===== src/rtl/dz_pkg.sv =====
`default_nettype none
// ============================================================================
// dz_pkg : shared types and sizes for the dot-matrix digit scan controller
// Rev 1.0
// ============================================================================
package dz_pkg;

  localparam int DZ_ROWS  = 8;
  localparam int DZ_NUM_W = 3;
  localparam int DZ_ROW_W = 3;

  typedef enum logic [1:0] {
    IDLE  = 2'd0,
    RUN   = 2'd1,
    PAUSE = 2'd2,
    DONE  = 2'd3
  } dz_state_e;

endpackage
`default_nettype wire


===== src/rtl/dz_tick_div.sv =====
`default_nettype none
// ============================================================================
// dz_tick_div : modulo-DIV cycle counter, one-cycle tick while at DIV-1
// Rev 1.0
// ============================================================================
module dz_tick_div #(
  parameter int DIV = 1000
) (
  input  logic clk,
  input  logic rst_n,
  input  logic i_en,
  input  logic i_clr,
  output logic o_tick
);

  localparam int                 c_CNT_W = (DIV > 1) ? $clog2(DIV) : 1;
  localparam logic [c_CNT_W-1:0] c_LAST  = c_CNT_W'(DIV - 1);

  logic [c_CNT_W-1:0] r_cnt;

  assign o_tick = i_en && (r_cnt == c_LAST);

  // Clear outranks enable so a restart always begins a full period.
  always_ff @(posedge clk or negedge rst_n) begin
    if (!rst_n) begin
      r_cnt <= '0;
    end else if (i_clr) begin
      r_cnt <= '0;
    end else if (i_en) begin
      if (r_cnt == c_LAST) begin
        r_cnt <= '0;
      end else begin
        r_cnt <= r_cnt + 1'b1;
      end
    end
  end

endmodule
`default_nettype wire


===== src/rtl/dz_scan_ctrl.sv =====
`default_nettype none
// ============================================================================
// dz_scan_ctrl : countdown digit sequencer and row scanner for 8x8 matrix
// Rev 1.0
// ============================================================================
module dz_scan_ctrl
  import dz_pkg::*;
#(
  parameter int SCAN_DIV  = 1000,
  parameter int SEC_DIV   = 1000000,
  parameter int START_NUM = 5
) (
  input  logic                clk,
  input  logic                rst_n,
  input  logic                start,
  input  logic                pause,
  input  logic                clr,
  output logic [DZ_NUM_W-1:0] num,
  output logic [DZ_ROW_W-1:0] row_idx,
  output logic [DZ_ROWS-1:0]  row,
  output logic                busy,
  output logic                done
);

  localparam logic [DZ_NUM_W-1:0] c_START = DZ_NUM_W'(START_NUM);
  localparam logic [DZ_ROWS-1:0]  c_ROW0  = {{(DZ_ROWS-1){1'b1}}, 1'b0};

  dz_state_e           r_state;
  logic [DZ_NUM_W-1:0] r_num;
  logic [DZ_ROW_W-1:0] r_row_idx;
  logic [DZ_ROWS-1:0]  r_row;
  logic                r_busy;
  logic                r_done;

  logic                w_scan_tick;
  logic                w_step_tick;
  logic                w_sec_en;
  logic                w_sec_clr;
  logic [DZ_ROW_W-1:0] w_row_idx_nxt;

  assign w_row_idx_nxt = r_row_idx + 1'b1;
  assign w_sec_en      = (r_state == RUN);
  // Step timebase restarts on abort and on every fresh countdown launch.
  assign w_sec_clr     = clr || (start && ((r_state == IDLE) || (r_state == DONE)));

  dz_tick_div #(
    .DIV (SCAN_DIV)
  ) u_scan_div (
    .clk    (clk),
    .rst_n  (rst_n),
    .i_en   (1'b1),
    .i_clr  (1'b0),
    .o_tick (w_scan_tick)
  );

  dz_tick_div #(
    .DIV (SEC_DIV)
  ) u_step_div (
    .clk    (clk),
    .rst_n  (rst_n),
    .i_en   (w_sec_en),
    .i_clr  (w_sec_clr),
    .o_tick (w_step_tick)
  );

  always_ff @(posedge clk or negedge rst_n) begin
    if (!rst_n) begin
      r_state   <= IDLE;
      r_num     <= c_START;
      r_row_idx <= '0;
      r_row     <= c_ROW0;
      r_busy    <= 1'b0;
      r_done    <= 1'b0;
    end else begin
      if (w_scan_tick) begin
        r_row_idx <= w_row_idx_nxt;
        r_row     <= ~(DZ_ROWS'(1) << w_row_idx_nxt);
      end

      if (clr) begin
        r_state <= IDLE;
        r_num   <= c_START;
        r_busy  <= 1'b0;
        r_done  <= 1'b0;
      end else begin
        case (r_state)
          IDLE, DONE: begin
            if (start) begin
              if (START_NUM == 0) begin
                r_state <= DONE;
                r_num   <= '0;
                r_busy  <= 1'b0;
                r_done  <= 1'b1;
              end else begin
                r_state <= RUN;
                r_num   <= c_START;
                r_busy  <= 1'b1;
                r_done  <= 1'b0;
              end
            end
          end
          RUN: begin
            if (w_step_tick) begin
              r_num <= r_num - 1'b1;
              // Reaching zero beats a coincident pause request.
              if (r_num == DZ_NUM_W'(1)) begin
                r_state <= DONE;
                r_busy  <= 1'b0;
                r_done  <= 1'b1;
              end else if (pause) begin
                r_state <= PAUSE;
              end
            end else if (pause) begin
              r_state <= PAUSE;
            end
          end
          PAUSE: begin
            if (pause) begin
              r_state <= RUN;
            end
          end
          default: begin
            r_state <= IDLE;
            r_num   <= c_START;
            r_busy  <= 1'b0;
            r_done  <= 1'b0;
          end
        endcase
      end
    end
  end

  assign num     = r_num;
  assign row_idx = r_row_idx;
  assign row     = r_row;
  assign busy    = r_busy;
  assign done    = r_done;

endmodule
`default_nettype wire

===== config.mk =====
export PLATFORM = sky130hd
export DESIGN_NAME = dz_scan_ctrl
export DESIGN_NICKNAME = d
export VERILOG_FILES = /design/src/rtl/dz_pkg.sv /design/src/rtl/dz_tick_div.sv /design/src/rtl/dz_scan_ctrl.sv
export SDC_FILE = /design/constraint.sdc
export NUM_CORES = 1
export LEC_CHECK = 0
export CAP_MARGIN = 30
export CORE_ASPECT_RATIO = 0.7
export CORE_MARGIN = 2
export CORE_UTILIZATION = 53
export CTS_CLUSTER_SIZE = 12
export DETAILED_ROUTE_END_ITERATION = 16
export PLACE_DENSITY_LB_ADDON = 0.25
export SLEW_MARGIN = 20
export SYNTH_ARGS = -nofsm -noshare
export SYNTH_HDL_FRONTEND = slang
export SYNTH_HIERARCHICAL = 1
export SYNTH_SLANG_ARGS = --single-unit

===== constraint.sdc =====
create_clock -name clk -period 2.04 [get_ports clk]
set_input_delay 0.408 -clock clk [delete_from_list [all_inputs] [get_ports clk]]
set_output_delay 0.408 -clock clk [all_outputs]
set_load 0.01 [all_outputs]

==> run metrics, run 1 <==
outcome finished clean; Worst Path Arrival 2.16 ns; fin area around 0.0033 mm^2; Async SR Flop Fraction between 90% and 100%; global-route wire length before repair ~11000 um; fill count just under 400; Clk pin slew, worst setup/hold paths 0.09 ns; VDD IR-drop max 390 uV; warnings from Yosys 6; Post-synth top flop dfrtp_1; static leakage 1.39 nW; Routed Antenna Nets 0; grt ovf 0; Clock Tree Buf Depth 2; DRT Pass-1 Iters 5; Slew Limit Fails 0; largest net degree at the start of global routing 29; fin util 68.5%; setup violators final 0; sequential element share of the synthesized area about 44%; Mapped Area 0.00276 mm^2; largest fanout on the critical path 5; htree depth 2; overall die width 90.3 um; Critical Path Source Type register; WL/cell 15.7 um; CTS tree done; Rel. slew slack 54.8%; family with the most delay on the worst path simple AND/OR/NAND/NOR gates; IO Count 21; Mapped Cells about 300; routed vias 2388; Antenna Cells 0; critical path required time 2.26 ns; Hold WC Path Type input pin to async pin; Crit. End Element register; CP Cell Sequence ha_4 > a21oi_2 > inv_2 > o2111a_1 > nand4_1 > or3_1 > a21oi_1; power density cells 583 mW/mm^2; r2r setup slk 0.10 ns; number of remaining DRC errors 0; clock root buffer clkbuf_8; EDFF count, synth 0; syn avg cell area 9.36 um^2; final net count approximately 360; Tmin final between 1.5 and 2 ns; clk_skew 0.00531 ns; DRT Wirelength between 6000 and 7000 um; Worst Path Buf+Inv 1; number of global-route vias before repair between 2000 and 2500; Netlist cell types 57; synthesized flop and latch total 48; dpl hpwl roughly 4500 um; FF+latch area 0.00121 mm^2; max-cap viol count 0; Initial Util 56.5%; CTS Buf Count 5; Iter 0 DRT Violations between 200 and 250; critical path's slowest cell dfrtp_1; Synth Net Count about 310; via/cell ratio 5.84; WS Path Type register to register; Worst-Margin Slew between 0.6 and 0.7 ns; Rows 21; GR Util All Layers between 20% and 30%; Port Buffer Count 20; Fin. Hold Viols 0; die footprint 0.00581 mm^2; crit path setup slack, layout 0.105 ns; Tcrit/Tclk final about 95%; share of cells above drive strength 1 20.3%; Die Y around 64 um; Sinks on Clock Net 48; clk_lat worst skew around 0.3 ns; Peak Freq 517 MHz; Area growth syn-to-layout 21.3%; Placed Area about 0.0032 mm^2; Multi-input gate area 0.00145 mm^2; max incr delay on CP 0.45 ns; routability congestion estimate just under 0.9; core area 0.00489 mm^2; initial antenna violation count 0; Setup WS pre-CTS -0.117 ns
## kinds of logic after synthesis
kind of cell,count (synthesis),share of synthesized area (%)
flops,48,43.9
compound gates,70,17.3
other cells,2,0.272
xor+xnor,17,5.39
simple gates,116,22.9
buf+inv,31,5.21
fa+ha+maj,11,4.99
## area by class of cell
type | instances | share of cell area (%)
multi-input cells | 216 | 43.4
flip-flops and latches | 48 | 36.3
repair buffers | 49 | 12.8
well taps | 69 | 2.58
clock buffers | 6 | 2.47
inverters | 19 | 2.13
clock inverters | 2 | 0.299
## where the power goes
part           internal, mW  switching, mW  total (mW)
sequential            0.986         0.0251        1.01
combinational         0.156          0.197       0.353
clock                 0.271          0.316       0.587
## sequential cells by signal, indices dropped and copies added, names as in the netlist
signal / flops
row: 8
row_idx: 3
r_state: 2
done: 1
busy: 1
u_step_div/r_cnt: 20
num: 3
u_scan_div/r_cnt: 10
## worst reg2reg max path, delay by kind of cell (launching register included)
family	cells	cell delay, ns
and+or+nand+nor	2	0.55
AOI/OAI and AO/OA	3	0.47
DFF	1	0.45
adders and majority gates	1	0.30
buffers and inverters	1	0.10
## what timing repair did
action / in CTS / in global routing
resized for setup: 2 / 7
buffers inserted: 0 / 6
pin swaps: 0 / 5
setup endpoints to repair: 8 / 22
hold buffers: 0 / 0
## metrics by stage
| step | setup TNS [ns] | hold WS, ns | total power [mW] | std cells |
|---|---|---|---|---|
| 3_5_place_dp | -0.669 | 0.412 | 1.34 | 395 |
| 2_1_floorplan | 0 | 0.112 | 1.20 | 295 |
| 4_1_cts | 0 | 0.0920 | 1.93 | 403 |
| 3_3_place_gp | -1.53 | 0.408 | 1.33 | 394 |
| 6_report | 0 | 0.0796 | 1.95 | 409 |
| 5_1_grt | -0.000841 | 0.103 | 2.06 | 409 |
## worst paths after layout
path,start,to,cells after the start
max,r_state[1]$_DFFE_PN0P_,u_step_div/r_cnt[13]$_DFFE_PN0P_,7
min,rst_n,r_state[1]$_DFFE_PN0P_,1
max reg2reg,r_state[1]$_DFFE_PN0P_,u_step_div/r_cnt[13]$_DFFE_PN0P_,7
min reg2reg,row[7]$_DFFE_PN1P_,row[7]$_DFFE_PN1P_,2
max in group asynchronous,rst_n,row[7]$_DFFE_PN1P_,2
min in group clk,row[7]$_DFFE_PN1P_,row[7]$_DFFE_PN1P_,2
## synth_stat cells, drive strengths merged, types with 7 or more instances
| library cell | n | share of area, % |
|---|---|---|
| a21oi | 13 | 2.4 |
| a31oi | 9 | 2.0 |
| buf | 10 | 2.4 |
| dfrtp | 39 | 35 |
| dfstp | 9 | 8.6 |
| ha | 11 | 5.0 |
| inv | 19 | 2.6 |
| nand2 | 20 | 2.7 |
| nand3 | 13 | 2.5 |
| nand4 | 7 | 2.0 |
| nor2 | 30 | 4.1 |
| nor3 | 7 | 1.3 |
| o21ai | 19 | 3.4 |
| or3 | 7 | 1.6 |
| xnor2 | 8 | 2.5 |
| xor2 | 9 | 2.9 |
## layer usage
layer	vias up	share of wire [%]	global-route usage, %
met5	-	0	0
met4	0	0.34	5.00
met3	2	5.7	5.07
met2	90	44	35.3
met1	1146	50	34.7
li1	1150	-	-
## layout by cell type (no fill, tap or decap), types with 5 or more instances in the layout
cell,synthesis,layout
or3_1,7,7
clkbuf_8,0,6
dfstp_2,9,9
nand2_1,20,20
nor3_1,7,6
nand4_1,5,5
and3_1,5,5
ha_1,11,10
dfrtp_1,39,38
clkdlybuf4s50_1,0,19
xnor2_1,8,8
nor2_1,30,30
a21oi_1,13,12
nand3_1,12,12
o21ai_0,18,17
buf_4,1,27
nor4_1,6,5
xor2_1,9,9
inv_1,19,18
a31oi_1,9,9
Power figures use the tool's default switching activity.
==> run 2, diff against run 1 <==
==> constraint.sdc (replaced) <==
create_clock -name clk -period 2.04 [get_ports clk]
set_input_delay 0.408 -clock clk [delete_from_list [all_inputs] [get_ports clk]]
set_output_delay 0.408 -clock clk [all_outputs]
set_load 0.05 [all_outputs]
==> run metrics, run 2 (synthesized netlist as in run 1, its figures left out) <==
outcome finished clean; CP Cell Sequence ha_1 > and4_1 > nand4_1 > buf_4 > o31ai_4 > buf_4 > a21oi_1; Tmin final 1.96 ns; Antenna Cells 0; static leakage 1.39 nW; Worst Path Arrival 2.14 ns; Slew Limit Fails 0; CP endpoint u_step_div/r_cnt[11]$_DFFE_PN0P_; reg2reg path depth 7; Hold WC Path Type input pin to async pin; core area 0.00489 mm^2; Port Buffer Count 20; Iter 0 DRT Violations 168; Worst-Margin Slew 0.626 ns; CTS tree done; instance count on the critical path 7; routability congestion estimate approximately 0.87; clock root buffer clkbuf_8; power density cells 590 mW/mm^2; Crit. End Element register; family with the most delay on the worst path compound AO/OA/AOI/OAI gates; Sinks on Clock Net 48; r2r startpoint u_step_div/r_cnt[1]$_DFFE_PN0P_; Tcrit/Tclk final around 96%; Area growth syn-to-layout 18.5%; Placed Area 0.00313 mm^2; r2r setup slk 0.08 ns; final net count 349; grt ovf 0; Initial Util 56.5%; Setup WS pre-CTS -0.168 ns; DRT Pass-1 Iters 5; global-route wire length before repair 10400 um; IO Count 21; critical path startpoint u_step_div/r_cnt[1]$_DFFE_PN0P_; Critical Path Source Type register; number of global-route vias before repair ~2200; most used cell, CP buf_4; Fin. Hold Viols 0; Clock Tree Buf Depth 2; dpl hpwl between 4000 and 5000 um; WL/cell 14.7 um; overall die width 90.3 um; Multi-input gate area 0.00145 mm^2; Worst Path Buf+Inv 2; share of cells above drive strength 1 21.6%; max FFs per register 20; clk_skew between 0.005 and 0.006 ns; WS Path Type register to register; largest net degree at the start of global routing 30; Rows 21; clk_lat worst skew 0.30 ns; GR Util All Layers between 20% and 30%; Routed Antenna Nets 0; via/cell ratio approximately 5.7; critical path required time 2.22 ns; number of remaining DRC errors 0; critical path's slowest cell dfrtp_1; initial antenna violation count 0; largest fanout on the critical path 8; setup violators final 0; CTS Buf Count 5; fill count 394; max-cap viol count 0; htree depth 2; Peak Freq 511 MHz; commonest non-fill, non-tap cell in the layout dfrtp_1; Clk pin slew, worst setup/hold paths 0.09 ns; terminus of the critical flop-to-flop path u_step_div/r_cnt[11]$_DFFE_PN0P_; VDD IR-drop max around 430 uV; routed vias 2314; die footprint approximately 0.0058 mm^2; FF+latch area 0.00121 mm^2; DRT Wirelength around 6000 um; fin area approximately 0.0033 mm^2; commonest non-fill, non-tap cells in the layout 39 x dfrtp_1, 32 x buf_4, 30 x nor2_1, 20 x nand2_1, 18 x inv_1; crit path setup slack, layout between 0.08 and 0.09 ns; Die Y 64.4 um; Top reg by flops u_step_div/r_cnt; Rel. slew slack 57.8%; max incr delay on CP 0.41 ns
## run 2: stage by stage
step	power [mW]	cells	TNS (ns)	hold slack (ns)	utilization (%)
2_1_floorplan	1.25	295	0	0.112	-
3_3_place_gp	1.37	392	-1.37	0.398	63.8
3_5_place_dp	1.37	393	-0.948	0.395	64.0
4_1_cts	1.94	401	0	0.0667	65.9
5_1_grt	2.05	403	-0.0785	0.0808	66.9
6_report	1.93	403	0	0.0648	66.9
## run 2: worst min path at each step
stage               start                      to  slack [ns]
CTS                 rst_n      row[0]$_DFFE_PN0P_        0.07
floorplan           rst_n        busy$_DFFE_PN0P_        0.11
global placement    rst_n  r_state[1]$_DFFE_PN0P_        0.40
finish              rst_n      row[0]$_DFFE_PN0P_        0.06
global route        rst_n      row[0]$_DFFE_PN0P_        0.08
detailed placement  rst_n  r_state[1]$_DFFE_PN0P_        0.40
## run 2: metal layers
metal	global-route usage [%]	wire length, um	vias to the layer above
li1	-	-	1143
met5	0	0	-
met4	5.96	49	0
met3	4.60	346	5
met1	32.8	3000	1109
met2	33.4	2540	57
## run 2: timing repair
action	CTS	global route
setup buffers	0	2
pin swaps	0	6
resized for setup	1	8
endpoints found under the setup margin	6	21
hold buffers	0	0
cloned	0	0
## run 2: final cells by class
cell class	count	area share, %
inverters	19	2.18
repair buffers	43	11.0
flip-flops and latches	48	37.1
clock buffers	5	2.10
well taps	69	2.64
multi-input cells	216	44.4
clock inverters	3	0.574
## run 2: power by group
part	total [mW]	switching, mW	internal [mW]
combinational	0.366	0.230	0.136
sequential	1.01	0.0248	0.986
clock	0.554	0.315	0.239
